### src/rtl/axis_arb_pkg.sv
// axis_arb_pkg: arbiter state type and round-robin selection shared by the frame arbiter
package axis_arb_pkg;
  typedef enum logic {ARB_IDLE, ARB_BUSY} arb_state_t;
  localparam int MAX_INPUTS = 8;
  // Inputs beyond NUM_INPUTS are tied low, so wrapping modulo MAX_INPUTS picks
  // the same winner as wrapping modulo NUM_INPUTS.
  function automatic logic [MAX_INPUTS-1:0] rr_select(input logic [MAX_INPUTS-1:0] req,
                                                       input logic [2:0] last);
    logic [MAX_INPUTS-1:0] g;
    logic [2:0] idx;
    g = '0;
    for (int i = MAX_INPUTS; i >= 1; i--) begin
      idx = last + 3'(i);
      if (req[idx]) g = MAX_INPUTS'(1) << idx;
    end
    return g;
  endfunction
endpackage

### src/rtl/axis_skid_buffer.sv
// axis_skid_buffer: two-entry registered AXI-Stream stage with registered s_tready
module axis_skid_buffer #(
  parameter int DATA_WIDTH = 8
) (
  input  logic                  clk,
  input  logic                  reset,
  input  logic [DATA_WIDTH-1:0] s_tdata,
  input  logic                  s_tlast,
  input  logic                  s_tvalid,
  output logic                  s_tready,
  output logic [DATA_WIDTH-1:0] m_tdata,
  output logic                  m_tlast,
  output logic                  m_tvalid,
  input  logic                  m_tready
);
  logic [DATA_WIDTH-1:0] skid_data;
  logic skid_last, skid_valid, out_free, s_fire;
  assign out_free = ~m_tvalid | m_tready;
  assign s_fire = s_tvalid & s_tready;
  // Output refills from the skid entry first; a stalled output parks the incoming beat in the skid entry
  always_ff @(posedge clk) begin
    if (reset) begin
      m_tvalid <= 1'b0;
      m_tlast <= 1'b0;
      m_tdata <= '0;
      skid_valid <= 1'b0;
      skid_last <= 1'b0;
      skid_data <= '0;
      s_tready <= 1'b0;
    end else begin
      s_tready <= out_free | ~(skid_valid | s_fire);
      if (out_free) begin
        m_tvalid <= skid_valid | s_fire;
        m_tdata <= skid_valid ? skid_data : s_tdata;
        m_tlast <= skid_valid ? skid_last : s_tlast;
        skid_valid <= 1'b0;
      end else if (s_fire) begin
        skid_valid <= 1'b1;
        skid_data <= s_tdata;
        skid_last <= s_tlast;
      end
    end
  end
endmodule

### src/rtl/axis_frame_arbiter.sv
// axis_frame_arbiter: frame-atomic round-robin arbiter feeding one registered AXI-Stream output
module axis_frame_arbiter
  import axis_arb_pkg::*;
#(
  parameter int NUM_INPUTS = 2,
  parameter int DATA_WIDTH = 8
) (
  input  logic                             clk,
  input  logic                             reset,
  input  logic [NUM_INPUTS*DATA_WIDTH-1:0] s_axis_tdata,
  input  logic [NUM_INPUTS-1:0]            s_axis_tvalid,
  input  logic [NUM_INPUTS-1:0]            s_axis_tlast,
  output logic [NUM_INPUTS-1:0]            s_axis_tready,
  output logic [DATA_WIDTH-1:0]            m_axis_tdata,
  output logic                             m_axis_tvalid,
  output logic                             m_axis_tlast,
  input  logic                             m_axis_tready,
  output logic [NUM_INPUTS-1:0]            grant,
  output logic                             busy
);
  arb_state_t state, state_nxt;
  logic [2:0] last_grant, gidx;
  logic [MAX_INPUTS-1:0] rr_full;
  logic [DATA_WIDTH-1:0] sel_data;
  logic sel_valid, sel_last, sk_ready, fire, unused_rr;
  assign rr_full = rr_select(MAX_INPUTS'(s_axis_tvalid), last_grant);
  assign unused_rr = ^rr_full;
  assign fire = sel_valid & sk_ready;
  // Mux the owner's beat toward the skid buffer and remember its index
  always_comb begin
    sel_data = '0;
    sel_last = 1'b0;
    sel_valid = 1'b0;
    gidx = '0;
    for (int i = 0; i < NUM_INPUTS; i++) begin
      if (grant[i]) begin
        sel_data = s_axis_tdata[i*DATA_WIDTH +: DATA_WIDTH];
        sel_last = s_axis_tlast[i];
        sel_valid = s_axis_tvalid[i];
        gidx = 3'(i);
      end
    end
  end
  // State, current owner and round-robin pointer; the pointer only moves when a frame completes
  always_ff @(posedge clk) begin
    if (reset) begin
      state <= ARB_IDLE;
      grant <= '0;
      last_grant <= 3'(NUM_INPUTS - 1);
    end else begin
      state <= state_nxt;
      if (state == ARB_IDLE) grant <= rr_full[NUM_INPUTS-1:0];
      else if (fire && sel_last) begin
        grant <= '0;
        last_grant <= gidx;
      end
    end
  end
  // Idle arbitrates for one cycle; busy holds until the owner's tlast beat is taken
  always_comb begin
    state_nxt = (state == ARB_IDLE) ? ((|s_axis_tvalid) ? ARB_BUSY : ARB_IDLE)
                                    : ((fire && sel_last) ? ARB_IDLE : ARB_BUSY);
  end
  // Only the owner sees the buffer's registered ready
  always_comb begin
    busy = (state == ARB_BUSY);
    s_axis_tready = (busy && sk_ready) ? grant : '0;
  end
  axis_skid_buffer #(.DATA_WIDTH(DATA_WIDTH)) u_skid (
    .clk      (clk),
    .reset    (reset),
    .s_tdata  (sel_data),
    .s_tlast  (sel_last),
    .s_tvalid (sel_valid),
    .s_tready (sk_ready),
    .m_tdata  (m_axis_tdata),
    .m_tlast  (m_axis_tlast),
    .m_tvalid (m_axis_tvalid),
    .m_tready (m_axis_tready)
  );
endmodule

### config.mk
export PLATFORM = sky130hd
export DESIGN_NAME = axis_frame_arbiter
export DESIGN_NICKNAME = d
export VERILOG_FILES = /design/src/rtl/axis_arb_pkg.sv /design/src/rtl/axis_skid_buffer.sv /design/src/rtl/axis_frame_arbiter.sv
export SDC_FILE = /design/constraint.sdc
export NUM_CORES = 1
export LEC_CHECK = 0
export ABC_AREA = 1
export BUFFER_PORTS_ARGS = -buffer_cell sky130_fd_sc_hd__buf_2
export CAP_MARGIN = 20
export CORE_UTILIZATION = 52
export CTS_CLUSTER_SIZE = 10
export DETAILED_ROUTE_END_ITERATION = 8
export PLACE_DENSITY = 0.91
export SLEW_MARGIN = 20
export SYNTH_ARGS = -nofsm -noshare
export SYNTH_HDL_FRONTEND = slang
export SYNTH_SLANG_ARGS = --single-unit
### constraint.sdc
create_clock -name clk -period 2.8 [get_ports clk]
set_input_delay 0.28 -clock clk [delete_from_list [all_inputs] [get_ports clk]]
set_output_delay 0.28 -clock clk [all_outputs]
set_load 0.1 [all_outputs]
==> tab_implementation.tex, run 1 <==
\begin{tabular}{lr}
\hline
Metric & Value \\
\hline
\multicolumn{2}{l}{\textbf{Outcome}} \\
Result of the run & complete, no violations \\
\multicolumn{2}{l}{\textbf{GRT}} \\
Largest net degree at the start of global routing & 20 \\
Global-route wire length before repair & 3.57 mm \\
Initial antenna violation count & 0 \\
Leftover overflow at the end of global routing & 0 \\
Total GRT Usage & 0.229 \\
Vias in the first global route & 896 \\
\multicolumn{2}{l}{\textbf{Worst setup path}} \\
Critical Path Source Type & flip-flop \\
Cell-by-cell trace of the critical path & inv\_2 > nor3\_1 > buf\_2 \\
CP max stage cell & sky130\_fd\_sc\_hd\_\_dfxtp\_1 \\
Critical path type & flip-flop to output port \\
Crit path max fanout & 15 \\
Slowest Stage Delay on Critical Path & 0.68 ns \\
Required time at the endpoint of the critical path & 2.52 ns \\
Worst reg2reg setup slack & 1.21 ns \\
Crit. End Element & output port \\
Data arrival, critical path & 1.72 ns \\
\multicolumn{2}{l}{\textbf{Clocking}} \\
CTS clk-pin slew, worst paths & 0.12 ns \\
Clock buffers created by TritonCTS & 3 \\
Post-CTS sizing & 0 \\
Number of buffers added to fix hold violations after cts & 0 \\
Clock latency on the worst-skew pair & 0.32 ns \\
CTS tree & yes \\
Total clock sinks & 25 \\
Clock root buffer & sky130\_fd\_sc\_hd\_\_clkbuf\_4 \\
H-tree Lvls & 1 \\
Maximum count of clock buffers along a single path & 2 \\
Post-CTS repair timing setup buffer count & 0 \\
\multicolumn{2}{l}{\textbf{Placement}} \\
Placed Cells incl. Taps & 219 \\
HPWL after detailed placement & 1.80 mm \\
Post-placement setup slack & 1.17 ns \\
Post-detailed-placement cell area & 1290 sq um \\
GP Congestion & 0.856 \\
Number of I/O port buffers & 37 \\
\multicolumn{2}{l}{\textbf{Timing}} \\
Worst-margin pin slew & 0.538 ns \\
Largest clock skew in the final design & 0.00353 ns \\
Hold violation count in the final report & 0 \\
Max-Slew Margin vs Limit & 0.641 \\
Upper clock frequency limit & 500 MHz \\
Sum Neg Setup Slack & 0 ns \\
Final count of negative-setup-slack endpoints & 0 \\
Slew Viols, Final & 0 \\
RSZ-0062 raised after global routing & no \\
Minimum period implied by the final worst setup slack & 2.00 ns \\
Post-route fraction of the period consumed by the critical path & 0.715 \\
Post-layout worst setup margin & 0.798 ns \\
\multicolumn{2}{l}{\textbf{Cells and area}} \\
Fraction of layout cells with a size suffix above 1 & 0.230 \\
Area added between synthesis and finish & 20.7\% \\
Layout Cells excl Fill & 223 \\
Post-route design area & 1320 sq um \\
Layout fillers & 188 \\
Final core utilization & 0.672 \\
Number of diodes & 0 \\
Most used cells in the layout excluding fill and tap cells & sky130\_fd\_sc\_hd\_\_nand2\_1, sky130\_fd\_sc\_hd\_\_buf\_2, sky130\_fd\_sc\_hd\_\_dfxtp\_1, sky130\_fd\_sc\_hd\_\_o21ai\_0, sky130\_fd\_sc\_hd\_\_nor2\_1 \\
Net count reported at finish & 220 \\
Commonest non-fill, non-tap cell in the layout & sky130\_fd\_sc\_hd\_\_nand2\_1 \\
\multicolumn{2}{l}{\textbf{Synth}} \\
Leading post-synthesis cells by cell area & sky130\_fd\_sc\_hd\_\_dfxtp\_1, sky130\_fd\_sc\_hd\_\_nand2\_1, sky130\_fd\_sc\_hd\_\_o21ai\_0 \\
Netlist area before placement & 1090 sq um \\
Fraction of post-synthesis cell area in the top cell type by area & 0.458 \\
Cells after Synth & 159 \\
\#FFs+latches synth & 25 \\
Synthesized area per cell & 6.87 sq um \\
Net count after synthesis & 182 \\
Biggest area consumer among synthesized cells & sky130\_fd\_sc\_hd\_\_dfxtp\_1 \\
Count of synthesis-stage warnings from yosys & 0 \\
Number of distinct library cell variants in the gate-level netlist after synthesis & 18 \\
Portion of the post-synthesis area used by sequential elements & 0.458 \\
\multicolumn{2}{l}{\textbf{Detailed routing}} \\
Vias per inst & 5.52 \\
Final wirelength & 2.63 mm \\
DRC & 0 \\
Count of nets left with antenna violations after detail routing & 0 \\
Via total after detailed routing & 1,230 \\
Detailed-route wire length per cell & 11.8 microns \\
Number of DRC markers after the initial detailed-route iteration & 44 \\
Number of detailed-route iterations in the first pass & 4 \\
\multicolumn{2}{l}{\textbf{Power and ir drop}} \\
Proportion of power drawn by flip-flops and latches & 0.544 \\
Highest ir drop seen on vdd & 0.369 mV \\
Clock group share of total power & 0.230 \\
Net switching power of the design & 239 uW \\
Lkg Pwr & 0.000647 uW \\
Internal power & 456 uW \\
Cell Pwr Density & 527 nW/um\^{}2 \\
Power share of the combinational group & 0.226 \\
Switching part of the total power & 0.344 \\
\multicolumn{2}{l}{\textbf{Job}} \\
Max-Cap Viols & 0 \\
\multicolumn{2}{l}{\textbf{Floorplanning}} \\
Floorplan die area & 2290 sq um \\
Die X & 47.8 microns \\
Placeable core region & 1960 sq um \\
Number of I/O pins & 38 \\
Height of the chip & 47.8 microns \\
Placement Rows & 16 \\
Starting utilization of the core area & 0.557 \\
\multicolumn{2}{l}{\textbf{Min path}} \\
Hold Path Class & input pin to flip-flop \\
\hline
\end{tabular}
==> registers in the layout, summed over array words and instances, names as in the netlist <==
signal and flops:
u_skid.m_tlast 1, u_skid.skid_data 8, u_skid.skid_last 1, busy 1, u_skid.skid_valid 1, last_grant 1, grant 2, u_skid.m_tdata 8
u_skid.m_tvalid 1, u_skid.s_tready 1
==> cell families after synthesis <==
family / after synthesis / share of synthesized area
flops: 25 / 0.458
simple gates: 84 / 0.313
buf+inv: 14 / 0.0515
compound gates: 36 / 0.178
==> power by group through the flow <==
stage / combinational (uW) / sequential [uW] / clock [uW]
2_1_floorplan: 44.2 / 460 / 0
3_3_place_gp: 153 / 385 / 0
3_5_place_dp: 155 / 386 / 0
4_1_cts: 157 / 378 / 165
5_1_grt: 167 / 380 / 175
6_report: 157 / 378 / 160
==> area by class of cell <==
class                           count  area [sq um]  area share
Multi-Input combinational cell    120           536       0.406
Clock buffer                        4          26.3      0.0199
Inverter                           10          37.5      0.0285
Tap cell                           27          33.8      0.0256
Sequential cell                    25           500       0.380
Timing Repair Buffer               37           185       0.140
==> critical path, delay by kind of cell, from the launching register on <==
family | cells | cell delay, ns
flip-flops | 1 | 0.68
buffers and inverters | 2 | 0.54
AND/OR/NAND/NOR | 1 | 0.18
==> synthesized netlist by cell type, drive strengths merged <==
cell / instances
a21oi: 6
a31oi: 9
buf: 3
clkbuf: 1
clkinv: 1
dfxtp: 25
inv: 9
nand2: 54
nand3: 7
nand4: 1
nor2: 20
nor3: 2
o211ai: 1
o21ai: 20
==> path summary, 6_finish.rpt <==
kind / to / cells past startpoint / from
max: s_axis_tready[1] / 3 / grant[1]$_SDFFE_PP0P_
min: u_skid.skid_last$_SDFFE_PP0P_ / 2 / reset
max reg2reg: u_skid.skid_data[5]$_SDFFE_PP0P_ / 5 / grant[1]$_SDFFE_PP0P_
min reg2reg: u_skid.skid_last$_SDFFE_PP0P_ / 2 / u_skid.skid_last$_SDFFE_PP0P_
==> per-layer routing <==
layer  share of wire  track usage  routed length, microns
met2            0.48        0.341                    1250
met4           0.023        0.144                      60
met5               0            0                       0
met3           0.085       0.0453                     222
met1            0.42        0.304                    1090
==> stage by stage <==
step / hold slack [ns] / total power [uW]
after floorplan: 0.349 / 504
after global placement: 0.452 / 538
after detailed placement: 0.458 / 541
after CTS: 0.187 / 699
after global routing: 0.198 / 722
final: 0.196 / 695
No activity file was read; power rests on OpenSTA's default activity.
==> run 2, diff against run 1 <==
CORE_ASPECT_RATIO = 1.75   (was default)
CORE_UTILIZATION = 48   (was 52)
PLACE_DENSITY = 0.85   (was 0.91)
clock period = 2.1 ns   (was 2.8 ns; I/O delays follow)
==> run 2 against run 1 <==
Net effect:
- wire length up 3.4%
- cell area is 1.7% higher
- sequential cell count unchanged
- largest power group unchanged
- utilization fell by 3.9 points
- sequential power increased by 34%
- critical path depth unchanged
- via count is 1.7% lower
- count of clock-buffer cells in the layout unchanged
- clock power increased by 35%
==> tab_implementation.tex, run 2 (synthesized netlist as in run 1, its figures left out) <==
\begin{tabular}{lr}
\hline
Metric & Value \\
\hline
\multicolumn{2}{l}{\textbf{Outcome}} \\
Result of the run & complete, no violations \\
\multicolumn{2}{l}{\textbf{Power and ir drop}} \\
Highest ir drop seen on vdd & 0.361 mV (-2.3\%) \\
Cell Pwr Density & 697 nW/um\^{}2 (+32\%) \\
Lkg Pwr & 0.000660 uW (+2.0\%) \\
\multicolumn{2}{l}{\textbf{Timing}} \\
Hold violation count in the final report & 0 (unchanged) \\
Slew Viols, Final & 0 (unchanged) \\
Worst-margin pin slew & 0.490 ns (-0.0477 ns) \\
Final count of negative-setup-slack endpoints & 0 (unchanged) \\
RSZ-0062 raised after global routing & no \\
Max-Slew Margin vs Limit & 0.676 (+0.0346) \\
Upper clock frequency limit & 571 MHz \\
Largest clock skew in the final design & 0.00348 ns (-0.0000566 ns) \\
Post-route fraction of the period consumed by the critical path & 0.834 \\
Sum Neg Setup Slack & 0 ns (unchanged) \\
Minimum period implied by the final worst setup slack & 1.75 ns \\
\multicolumn{2}{l}{\textbf{Worst setup path}} \\
Critical path type & flip-flop to output port \\
Critical Path Source Type & flip-flop \\
Crit path max fanout & 15 (unchanged) \\
Worst reg2reg setup slack & 0.68 ns (-0.53 ns) \\
Data arrival, critical path & 1.54 ns (-0.18 ns) \\
Crit. End Element & output port \\
Required time at the endpoint of the critical path & 1.89 ns (-0.63 ns) \\
\multicolumn{2}{l}{\textbf{Cells and area}} \\
Final core utilization & 0.633 (-0.0394) \\
Number of diodes & 0 (unchanged) \\
Net count reported at finish & 220 (unchanged) \\
Layout fillers & 183 (-2.7\%) \\
Layout Cells excl Fill & 220 (-1.3\%) \\
Fraction of layout cells with a size suffix above 1 & 0.255 (+0.0255) \\
Most used cells in the layout excluding fill and tap cells & sky130\_fd\_sc\_hd\_\_nand2\_1, sky130\_fd\_sc\_hd\_\_buf\_2, sky130\_fd\_sc\_hd\_\_dfxtp\_1, sky130\_fd\_sc\_hd\_\_o21ai\_0, sky130\_fd\_sc\_hd\_\_nor2\_1 \\
Area added between synthesis and finish & 22.8\% \\
Commonest non-fill, non-tap cell in the layout & sky130\_fd\_sc\_hd\_\_nand2\_1 \\
Largest registers & u\_skid.m\_tdata: 8 flops, u\_skid.skid\_data: 8 flops, grant: 2 flops \\
\multicolumn{2}{l}{\textbf{GRT}} \\
Global-route wire length before repair & 4.53 mm (+27\%) \\
Largest net degree at the start of global routing & 20 (unchanged) \\
Initial antenna violation count & 0 (unchanged) \\
Total GRT Usage & 0.254 (+0.0241) \\
Leftover overflow at the end of global routing & 0 (unchanged) \\
Vias in the first global route & 1,142 (+27\%) \\
\multicolumn{2}{l}{\textbf{Floorplanning}} \\
Floorplan die area & 2480 sq um (+8.3\%) \\
Placement Rows & 22 (+6) \\
Starting utilization of the core area & 0.515 (-0.0414) \\
Number of I/O pins & 38 (unchanged) \\
Height of the chip & 65.1 microns (+36\%) \\
Die X & 38.1 microns (-20\%) \\
Placeable core region & 2120 sq um (+8.0\%) \\
\multicolumn{2}{l}{\textbf{Clocking}} \\
Number of buffers added to fix hold violations after cts & 0 (unchanged) \\
Clock latency on the worst-skew pair & 0.32 ns (about the same) \\
Clock buffers created by TritonCTS & 3 (unchanged) \\
Total clock sinks & 25 (unchanged) \\
Post-CTS sizing & 0 (unchanged) \\
CTS tree & yes \\
Maximum count of clock buffers along a single path & 2 (unchanged) \\
H-tree Lvls & 1 (unchanged) \\
Post-CTS repair timing setup buffer count & 0 (unchanged) \\
CTS clk-pin slew, worst paths & 0.13 ns (about the same) \\
Clock root buffer & sky130\_fd\_sc\_hd\_\_clkbuf\_4 \\
\multicolumn{2}{l}{\textbf{Detailed routing}} \\
Detailed-route wire length per cell & 12.3 microns (+4.8\%) \\
DRC & 0 (unchanged) \\
Count of nets left with antenna violations after detail routing & 0 (unchanged) \\
Final wirelength & 2.71 mm (+3.4\%) \\
Vias per inst & 5.50 (-0.37\%) \\
Number of DRC markers after the initial detailed-route iteration & 43 (-2.3\%) \\
Via total after detailed routing & 1,209 (-1.7\%) \\
Number of detailed-route iterations in the first pass & 4 (unchanged) \\
\multicolumn{2}{l}{\textbf{Placement}} \\
GP Congestion & 0.709 (-17\%) \\
HPWL after detailed placement & 2.02 mm (+12\%) \\
Placed Cells incl. Taps & 216 (-1.4\%) \\
Number of I/O port buffers & 37 (unchanged) \\
\multicolumn{2}{l}{\textbf{Min path}} \\
Hold Path Class & input pin to flip-flop \\
\multicolumn{2}{l}{\textbf{Job}} \\
Max-Cap Viols & 0 (unchanged) \\
\hline
\end{tabular}
==> run 2: final timing paths <==
check / from / cells after the start / to
hold reg to reg: u_skid.skid_last$_SDFFE_PP0P_ / 2 / u_skid.skid_last$_SDFFE_PP0P_
setup reg to reg: grant[1]$_SDFFE_PP0P_ / 5 / u_skid.skid_data[3]$_SDFFE_PP0P_
setup / recovery: grant[1]$_SDFFE_PP0P_ / 3 / s_axis_tready[1]
hold / removal: reset / 2 / grant[1]$_SDFFE_PP0P_
==> run 2: per-stage QoR <==
stage	area [sq um]	power [uW]	setup WS, ns	hold slack (ns)
after detailed placement	1320	730	0.712	0.466
after global routing	1340	976	0.264	0.123
after global placement	1320	725	0.751	0.457
final	1340	935	0.349	0.125
after CTS	1340	934	0.344	0.134
after floorplan	1120	678	0.0959	0.272
==> run 2: report_power, final <==
group / internal (uW) / switching (uW)
clock network: 74.4 / 141
registers: 491 / 14.5
logic: 44.6 / 169
==> run 2: final cells by class <==
class,count,area (sq um),area share
clock buffer,4,26.3,0.0196
inverter,10,37.5,0.0280
multi-input combinational,120,558,0.416
sequential,25,504,0.376
tap,24,30.0,0.0224
timing repair buffer,37,185,0.138
==> run 2: metal layers <==
layer / vias to the layer above / GRT usage / routed length (microns)
li1: 596 / - / -
met4: 0 / 0.165 / 79
met3: 9 / 0.0541 / 90
met2: 37 / 0.430 / 1460
met5: - / 0 / 0
met1: 567 / 0.264 / 1080
==> run 2: critical path: stages (launching register included) <==
cell	delay, ns
sky130_fd_sc_hd__dfxtp_2	0.52
sky130_fd_sc_hd__inv_2	0.10
sky130_fd_sc_hd__nor3_4	0.16
sky130_fd_sc_hd__buf_2	0.44
==> run 3, diff against run 2 <==
CORE_UTILIZATION = 43   (was 48)
PLACE_DENSITY = 0.81   (was 0.85)
clock period = 1.42 ns   (was 2.1 ns; I/O delays follow)
==> run 3 against run 2 <==
Net effect:
- sequential cell count is the same
- clock skew shrank 0.0018 ns
- sequential share of layout area down 2.0 points
- worst hold slack improved by 0.0093 ns
- die area rose by 11%
- non-clock buffer count rose by 4
- cell area up 7.9%
- setup slack lost 0.31 ns
- via count rose by 2.5%
- combinational power increased by 57%
==> tab_implementation.tex, run 3 (synthesized netlist as in run 1, its figures left out) <==
\begin{tabular}{lr}
\hline
Metric & Value \\
\hline
\multicolumn{2}{l}{\textbf{Placement}} \\
Post-detailed-placement cell area & 1370 sq um (+4.4\%) \\
HPWL after detailed placement & 2.08 mm (+2.6\%) \\
GP Congestion & 0.766 (+8.1\%) \\
Number of I/O port buffers & 37 (unchanged) \\
Placed Cells incl. Taps & 219 (+1.4\%) \\
\multicolumn{2}{l}{\textbf{Cells and area}} \\
Area taken by multi-input logic gates & 569 sq um (+2.0\%) \\
Net count reported at finish & 225 (+2.3\%) \\
Largest registers & u\_skid.m\_tdata: 8 flops, u\_skid.skid\_data: 8 flops, grant: 2 flops \\
Most used cells in the layout excluding fill and tap cells & sky130\_fd\_sc\_hd\_\_nand2\_1, sky130\_fd\_sc\_hd\_\_buf\_2, sky130\_fd\_sc\_hd\_\_dfxtp\_1, sky130\_fd\_sc\_hd\_\_o21ai\_0, sky130\_fd\_sc\_hd\_\_nor2\_1 \\
Commonest non-fill, non-tap cell in the layout & sky130\_fd\_sc\_hd\_\_nand2\_1 \\
Layout fillers & 232 (+27\%) \\
FF/Latch Area & 515 sq um (+2.2\%) \\
Post-route design area & 1450 sq um (+7.9\%) \\
Area added between synthesis and finish & 32.5\% \\
Fraction of layout cells with a size suffix above 1 & 0.294 (+0.0384) \\
Layout Cells excl Fill & 226 (+2.7\%) \\
Number of diodes & 0 (unchanged) \\
\multicolumn{2}{l}{\textbf{Timing}} \\
Minimum period implied by the final worst setup slack & 1.38 ns \\
Max-Slew Margin vs Limit & 0.674 (-0.00168) \\
Slew Viols, Final & 0 (unchanged) \\
Sum Neg Setup Slack & 0 ns (unchanged) \\
Upper clock frequency limit & 723 MHz \\
Final count of negative-setup-slack endpoints & 0 (unchanged) \\
Post-route fraction of the period consumed by the critical path & 0.974 \\
Final worst hold slack & 0.134 ns (+0.00929 ns) \\
Largest clock skew in the final design & 0.00163 ns (-0.00185 ns) \\
RSZ-0062 raised after global routing & yes \\
Worst-margin pin slew & 0.493 ns (+0.00253 ns) \\
Hold violation count in the final report & 0 (unchanged) \\
\multicolumn{2}{l}{\textbf{Worst setup path}} \\
Critical path type & flip-flop to output port \\
Crit path max fanout & 5 (-10) \\
Data arrival, critical path & 1.24 ns (-0.30 ns) \\
Crit. End Element & output port \\
Critical Path Source Type & flip-flop \\
Required time at the endpoint of the critical path & 1.28 ns (-0.61 ns) \\
\multicolumn{2}{l}{\textbf{Detailed routing}} \\
Count of nets left with antenna violations after detail routing & 0 (unchanged) \\
Via total after detailed routing & 1,239 (+2.5\%) \\
Number of detailed-route iterations in the first pass & 4 (unchanged) \\
DRC & 0 (unchanged) \\
Detailed-route wire length per cell & 12.7 microns (+2.7\%) \\
Number of DRC markers after the initial detailed-route iteration & 48 (+12\%) \\
Final wirelength & 2.86 mm (+5.5\%) \\
Vias per inst & 5.48 (-0.24\%) \\
\multicolumn{2}{l}{\textbf{Floorplanning}} \\
Floorplan die area & 2750 sq um (+11\%) \\
Number of I/O pins & 38 (unchanged) \\
Placeable core region & 2360 sq um (+11\%) \\
Placement Rows & 23 (+4.5\%) \\
Die X & 40.1 microns (+5.4\%) \\
Starting utilization of the core area & 0.463 (-0.0525) \\
Height of the chip & 68.7 microns (+5.5\%) \\
\multicolumn{2}{l}{\textbf{Power and ir drop}} \\
Lkg Pwr & 0.000694 uW (+5.2\%) \\
Highest ir drop seen on vdd & 0.631 mV (+75\%) \\
Internal power & 999 uW (+64\%) \\
Proportion of power drawn by flip-flops and latches & 0.503 (-0.038) \\
Power share of the combinational group & 0.226 (-0.003) \\
Cell Pwr Density & 1020 nW/um\^{}2 (+47\%) \\
Power after layout & 1480 uW (+58\%) \\
Clock group share of total power & 0.271 (+0.040) \\
Switching part of the total power & 0.325 (-0.0225) \\
Net switching power of the design & 481 uW (+48\%) \\
\multicolumn{2}{l}{\textbf{Clocking}} \\
H-tree Lvls & 1 (unchanged) \\
Clock latency on the worst-skew pair & 0.26 ns (-0.06 ns) \\
CTS clk-pin slew, worst paths & 0.08 ns (-0.05 ns) \\
CTS tree & yes \\
Clock buffers created by TritonCTS & 3 (unchanged) \\
Maximum count of clock buffers along a single path & 2 (unchanged) \\
Total clock sinks & 25 (unchanged) \\
Clock root buffer & sky130\_fd\_sc\_hd\_\_clkbuf\_8 \\
\multicolumn{2}{l}{\textbf{GRT}} \\
Vias in the first global route & 1,079 (-5.5\%) \\
Total GRT Usage & 0.224 (-0.0297) \\
Leftover overflow at the end of global routing & 0 (unchanged) \\
Initial antenna violation count & 0 (unchanged) \\
Global-route wire length before repair & 4.27 mm (-5.8\%) \\
Largest net degree at the start of global routing & 20 (unchanged) \\
\multicolumn{2}{l}{\textbf{Outcome}} \\
Result of the run & complete, no violations \\
\multicolumn{2}{l}{\textbf{Job}} \\
Max-Cap Viols & 0 (unchanged) \\
\multicolumn{2}{l}{\textbf{Min path}} \\
Hold Path Class & input pin to flip-flop \\
\hline
\end{tabular}
run 3: changes by cell type in the layout (fill, tap and decap cells not counted):
cell | previous run | this run
sky130_fd_sc_hd__nand2_1 | 54 | 52
sky130_fd_sc_hd__clkbuf_8 | 0 | 3
sky130_fd_sc_hd__dfxtp_2 | 3 | 0
sky130_fd_sc_hd__buf_4 | 0 | 4
sky130_fd_sc_hd__inv_1 | 7 | 6
sky130_fd_sc_hd__dfxtp_4 | 0 | 4
sky130_fd_sc_hd__nand2_2 | 0 | 2
sky130_fd_sc_hd__clkbuf_4 | 3 | 0
sky130_fd_sc_hd__buf_12 | 0 | 2
sky130_fd_sc_hd__nor2_2 | 2 | 3
sky130_fd_sc_hd__clkinvlp_4 | 0 | 1
sky130_fd_sc_hd__buf_2 | 37 | 35
sky130_fd_sc_hd__dfxtp_1 | 22 | 21
run 3: final timing paths:
| check | start | end | slack [ns] | cells past startpoint |
|---|---|---|---|---|
| worst max-delay path | busy$_SDFF_PP0_ | s_axis_tready[1] | 0.04 | 3 |
| worst min-delay path | reset | grant[1]$_SDFFE_PP0P_ | 0.13 | 2 |
| worst max register to register | grant[1]$_SDFFE_PP0P_ | u_skid.skid_data[6]$_SDFFE_PP0P_ | 0.06 | 7 |
| worst min register to register | u_skid.skid_data[4]$_SDFFE_PP0P_ | u_skid.m_tdata[4]$_SDFFE_PP0P_ | 0.48 | 2 |
run 3: worst max-delay path, stage by stage, from the launching register on:
cell                         delay, ns
sky130_fd_sc_hd__dfxtp_4          0.39
sky130_fd_sc_hd__clkinvlp_4       0.17
sky130_fd_sc_hd__nor3_4           0.23
sky130_fd_sc_hd__buf_12           0.20
run 3: routing by layer:
layer | up-vias | wire length, microns | global-route usage
met5 | - | 0 | 0
met4 | 0 | 71 | 0.0948
met3 | 9 | 156 | 0.0288
met2 | 48 | 1560 | 0.429
met1 | 570 | 1080 | 0.219
li1 | 612 | - | -
run 3: cell type report:
cell class / instances / area share
sequential: 25 / 0.356
tap: 25 / 0.0216
timing repair buffer: 41 / 0.169
multi-input combinational: 121 / 0.393
inverter: 10 / 0.0285
clock buffer: 4 / 0.0311
run 3: power by group through the flow:
stage	combinational, uW	clock (uW)	sequential, uW
floorplan	93.7	0	905
global placement	316	0	758
detailed placement	323	0	759
CTS	323	409	743
global route	356	441	748
finish	335	401	745
run 3: what timing repair did:
item | in CTS | in global routing
hold buffers | 0 | 0
gates resized for setup | 0 | 3
buffers inserted | 0 | 2
endpoints found under the setup margin | 0 | 10
run 3: per-stage QoR:
stage,util,setup slack (ns)
finish,0.613,0.0370
global route,0.613,-0.0214
CTS,0.601,0.0472
detailed placement,0.582,0.0930
global placement,0.582,0.187
floorplan,-,-0.300
